File: config.mk
export PLATFORM = sky130hd
export DESIGN_NAME = mips_program_loader
export DESIGN_NICKNAME = d
export VERILOG_FILES = /design/src/rtl/mips_program_loader.sv
export SDC_FILE = /design/constraint.sdc
export NUM_CORES = 1
export LEC_CHECK = 0
export CORE_ASPECT_RATIO = 0.5
export CORE_MARGIN = 5
export CORE_UTILIZATION = 55
export CTS_CLUSTER_SIZE = 12
export DETAILED_ROUTE_END_ITERATION = 12
export PLACE_DENSITY = 0.9
export SYNTH_ARGS = -nofsm -noshare
export SYNTH_HDL_FRONTEND = slang
export SYNTH_SLANG_ARGS = --single-unit
File: constraint.sdc
create_clock -name clk -period 3.5 [get_ports clk]
set_input_delay 0.35 -clock clk [delete_from_list [all_inputs] [get_ports clk]]
set_output_delay 0.35 -clock clk [all_outputs]
set_load 0.01 [all_outputs]
File: src/rtl/mips_program_loader.sv
// rtl/mips_program_loader.sv - boot loader: byte stream to MIPS instruction memory with XOR check
module mips_program_loader #(
    parameter int Data_Width = 32,
    parameter int Addr_Width = 10
) (
    input  logic                  clk,
    input  logic                  rst,
    input  logic                  rx_valid,
    input  logic [7:0]            rx_data,
    output logic                  rx_ready,
    output logic                  im_we,
    output logic [Addr_Width-1:0] im_waddr,
    output logic [Data_Width-1:0] im_wdata,
    output logic                  core_hold,
    output logic                  done,
    output logic                  error
);

    localparam int Depth = 2 ** Addr_Width;

    typedef enum logic [2:0] {
        BOOT, HDR_HI, HDR_LO, WORD, WRITE, CHK, RUN, ERROR
    } state_t;

    state_t                state;
    logic [7:0]            count_hi;
    logic [15:0]           count;
    logic [Addr_Width-1:0] word_idx;
    logic [1:0]            byte_idx;
    logic [7:0]            xor_acc;
    logic [Data_Width-1:0] shift;

    logic                  accept;
    logic [16:0]           n_hdr;
    logic                  last_word;
    logic [7:0]            xor_next;

    assign accept    = rx_valid && rx_ready;
    assign n_hdr     = {1'b0, count_hi, rx_data};
    assign last_word = (32'(word_idx) == (32'(count) - 32'd1));
    assign xor_next  = xor_acc ^ rx_data;

    // Every output is a decode of registered state so the stream inputs never reach an output combinationally.
    assign rx_ready  = (state == HDR_HI) || (state == HDR_LO) || (state == WORD) || (state == CHK);
    assign im_we     = (state == WRITE);
    assign im_waddr  = word_idx;
    assign im_wdata  = shift;
    assign done      = (state == RUN);
    assign error     = (state == ERROR);
    assign core_hold = (state != RUN);

    always_ff @(posedge clk or negedge rst) begin
        if (!rst) begin
            state    <= BOOT;
            count_hi <= '0;
            count    <= '0;
            word_idx <= '0;
            byte_idx <= '0;
            xor_acc  <= '0;
            shift    <= '0;
        end else begin
            case (state)
                BOOT: begin
                    xor_acc  <= '0;
                    word_idx <= '0;
                    byte_idx <= '0;
                    state    <= HDR_HI;
                end
                HDR_HI: begin
                    if (accept) begin
                        count_hi <= rx_data;
                        xor_acc  <= xor_next;
                        state    <= HDR_LO;
                    end
                end
                HDR_LO: begin
                    if (accept) begin
                        count    <= {count_hi, rx_data};
                        xor_acc  <= xor_next;
                        word_idx <= '0;
                        byte_idx <= '0;
                        if (n_hdr > 17'(Depth))
                            state <= ERROR;
                        else if (n_hdr == 17'd0)
                            state <= CHK;
                        else
                            state <= WORD;
                    end
                end
                WORD: begin
                    if (accept) begin
                        // Big-endian: the first byte of a word ends up in the top byte lane.
                        shift    <= {shift[Data_Width-9:0], rx_data};
                        xor_acc  <= xor_next;
                        byte_idx <= byte_idx + 2'd1;
                        if (byte_idx == 2'd3)
                            state <= WRITE;
                    end
                end
                WRITE: begin
                    if (last_word) begin
                        state <= CHK;
                    end else begin
                        word_idx <= word_idx + 1'b1;
                        state    <= WORD;
                    end
                end
                CHK: begin
                    if (accept) begin
                        xor_acc <= xor_next;
                        state   <= (xor_next == 8'h00) ? RUN : ERROR;
                    end
                end
                default: state <= state;
            endcase
        end
    end

endmodule

==> impl_metrics.json <==
{
  "ys_ff_latch": 79,
  "stdcell_area_mm2": 0.00496,
  "hold_viol": 0,
  "cts_resized": 0,
  "num-fill-cells": 501,
  "worst_pin_slew_ns": 0.972,
  "core_mm2": 0.00721,
  "dpl.hpwl_um": 6270,
  "hold_path_class": "primary input to async pin",
  "vias_per_cell": 6.13,
  "finClkSkew_ns": 0.00514,
  "finalCritPeriodShare_pct": 88.8,
  "routedWlPerCell_um": 17.6,
  "finalSetupViolCount": 0,
  "drive_gt1_share_pct": 18.5,
  "r2r_slack_ns": 0.39,
  "fin_crit_ns": 3.11,
  "area_growth_pct": 23.1,
  "drc": 0,
  "final_common_cell": "dfrtp_1",
  "hold_buffers": 0,
  "ys.flop_type": "dfrtp_1",
  "ir_worst_vdd_v": 0.000311,
  "status": "finished clean",
  "synth_top_family_by_area": "multiplexers",
  "finalNetCount": 448,
  "postSynth.asyncResetShare_pct": 100,
  "crit_type": "flip-flop to flip-flop",
  "clock-sinks": 79,
  "gp_congestion": 0.896,
  "synth_xor_xnor_area_share_pct": 4.57,
  "synth-seq-area-share_pct": 49.1,
  "port_buffers": 57,
  "clk_latency_ns": 0.34,
  "postCtsSetupBuffers": 0,
  "dr.pass1.iters": 5,
  "die_x_um": 131,
  "routed_wl_um": 9400,
  "max_stage_delay_ns": 0.51,
  "rows": 22,
  "path_cells": "inv_1 -> ha_1 -> or4b_4 -> or4_1 -> a21oi_2 -> a211oi_2 -> o41ai_4 -> a21oi_2 -> nand4_1 -> mux2i_1",
  "synth_cells": 385,
  "whs_ns": 0.181,
  "muxShareOfSynthArea_pct": 15.3,
  "grt_use_total_pct": 21.6,
  "grt_antenna_before_repair": 0,
  "cp_num_buf_inv": 1,
  "synthAdderAreaFrac_pct": 0.932,
  "power_leakage_nw": 2.15,
  "grt.overflow.total": 0,
  "crit_slowest_cell": "or4b_4",
  "grt_max_degree": 80,
  "drt.antenna.violating_nets": 0,
  "start_kind": "flip-flop",
  "drt_iter0_drc": 339,
  "ys_warn_count": 0,
  "max_freq_mhz": 322,
  "synth.distinct_cells": 49,
  "end_kind": "flip-flop",
  "synth_edf_count": 0,
  "syn-num-nets": 399,
  "clock_path_buffers": 2,
  "grt_pass1_wl_um": 15800,
  "die_h_um": 70.5,
  "dieArea_mm2": 0.00924,
  "setup_tns_ns": 0,
  "crit_family": "simple AND/OR/NAND/NOR gates",
  "cts_tree": "yes",
  "io_pins": 58,
  "cts_root_buf": "clkbuf_16",
  "crit_fanout": 10,
  "diodes": 0,
  "grt_pass1_vias": 3212,
  "rsz0062_at_grt": "false",
  "slew_violations": 0,
  "dpl_cell_area_mm2": 0.00467,
  "synth_area_mm2": 0.00403,
  "dr_total_vias": 3277,
  "relSlewSlack_pct": 35.2,
  "cp_common_cell": "a21oi_2",
  "setup_slack_ns": 0.390,
  "power-per-cell-area_mw_per_mm2": 394,
  "htreeDepth": 3,
  "synth-simple-area-share_pct": 14.9,
  "cts_buffers": 9,
  "arrival_ns": 3.37,
  "required_ns": 3.76,
  "clk_pin_slew_worst_paths_ns": 0.06,
  "dp_slack_ns": 0.424,
  "avgSynthCellArea_um2": 10.5,
  "synth-compound-area-share_pct": 12.0,
  "start_util_pct": 55.8,
  "mostFrequentLayoutCells": "dfrtp_1 (79), clkdlybuf4s50_1 (56), mux2_2 (52), nand2_1 (30), nor2_1 (28)",
  "drv_cap": 0
}
## state kept, by name, indices dropped and copies added, names as in the netlist
register	count
byte_idx	2
count_hi	8
count	16
state	3
xor_acc	8
im_wdata	32
im_waddr	10
## Yosys cell counts (8+ instances only)
library cell | instances | area, um^2
a31oi_1 | 13 | 81.3
nor2_1 | 28 | 105
inv_1 | 10 | 37.5
nor3_1 | 8 | 40.0
nor4_1 | 8 | 50.1
xnor2_1 | 15 | 131
o21ai_0 | 13 | 65.1
dfrtp_1 | 79 | 1980
clkbuf_1 | 18 | 67.6
a21oi_1 | 19 | 95.1
nand2_1 | 30 | 113
o22ai_1 | 8 | 50.1
mux2_2 | 52 | 586
## stage by stage
stage | utilization (%) | power, mW | instances
6_report | 68.7 | 1.95 | 535
5_1_grt | 68.7 | 2.02 | 535
4_1_cts | 68.7 | 1.97 | 535
3_5_place_dp | 64.7 | 1.06 | 519
3_3_place_gp | 64.7 | 1.05 | 519
2_1_floorplan | - | 1.01 | 385
## worst reg2reg max path: cells and delay by family, from the launching register on
kind,cells,cell delay [ns]
buf+inv,1,0.10
simple gates,3,1.18
flops,1,0.44
fa+ha+maj,1,0.25
compound gates,4,0.89
mux,1,0.18
## metal layers
metal / share of wire (%) / global-route usage [%] / vias to the layer above
li1: - / - / 1486
met1: 42 / 28.0 / 1617
met2: 49 / 34.4 / 155
met3: 7.1 / 7.03 / 19
met4: 1.5 / 7.30 / 0
met5: 0 / 0 / -
## worst paths after layout
check / depth (start not counted) / endpoint / from
worst max-delay path: 10 / im_waddr[5] / count[0]
worst min-delay path: 1 / im_wdata[29] / rst
worst max register to register: 10 / im_waddr[5] / count[0]
worst min register to register: 1 / im_wdata[27] / im_wdata[27]
max in group asynchronous: 1 / count[9] / rst
min in group clk: 1 / im_wdata[27] / im_wdata[27]
## area by class of cell
class                           count  area, um^2  share of cell area (%)
Tap cell                           96         120                    2.42
Clock inverter                      5        58.8                    1.19
Timing Repair Buffer               61         598                    12.1
Inverter                           11        41.3                   0.833
Sequential cell                    79        1980                    39.9
Multi-Input combinational cell    272        1930                    38.9
Clock buffer                       11         233                    4.69
## power by group
part / total [mW] / internal [mW] / leakage, nW / switching [mW]
Sequential: 0.941 / 0.924 / 1.03 / 0.0170
Clock: 0.910 / 0.552 / 0.136 / 0.358
Combinational: 0.102 / 0.0391 / 0.985 / 0.0628
## kinds of logic (layout without fill, tap and decap cells)
| group | count (synthesis) | count (layout) |
|---|---|---|
| AOI/OAI and AO/OA | 75 | 75 |
| muxes | 55 | 55 |
| xor gates and xnor gates | 21 | 21 |
| DFF | 79 | 79 |
| buffers and inverters | 34 | 88 |
| and+or+nand+nor | 118 | 118 |
| adders and majority gates | 3 | 3 |
(Power assumes the default switching activity.)
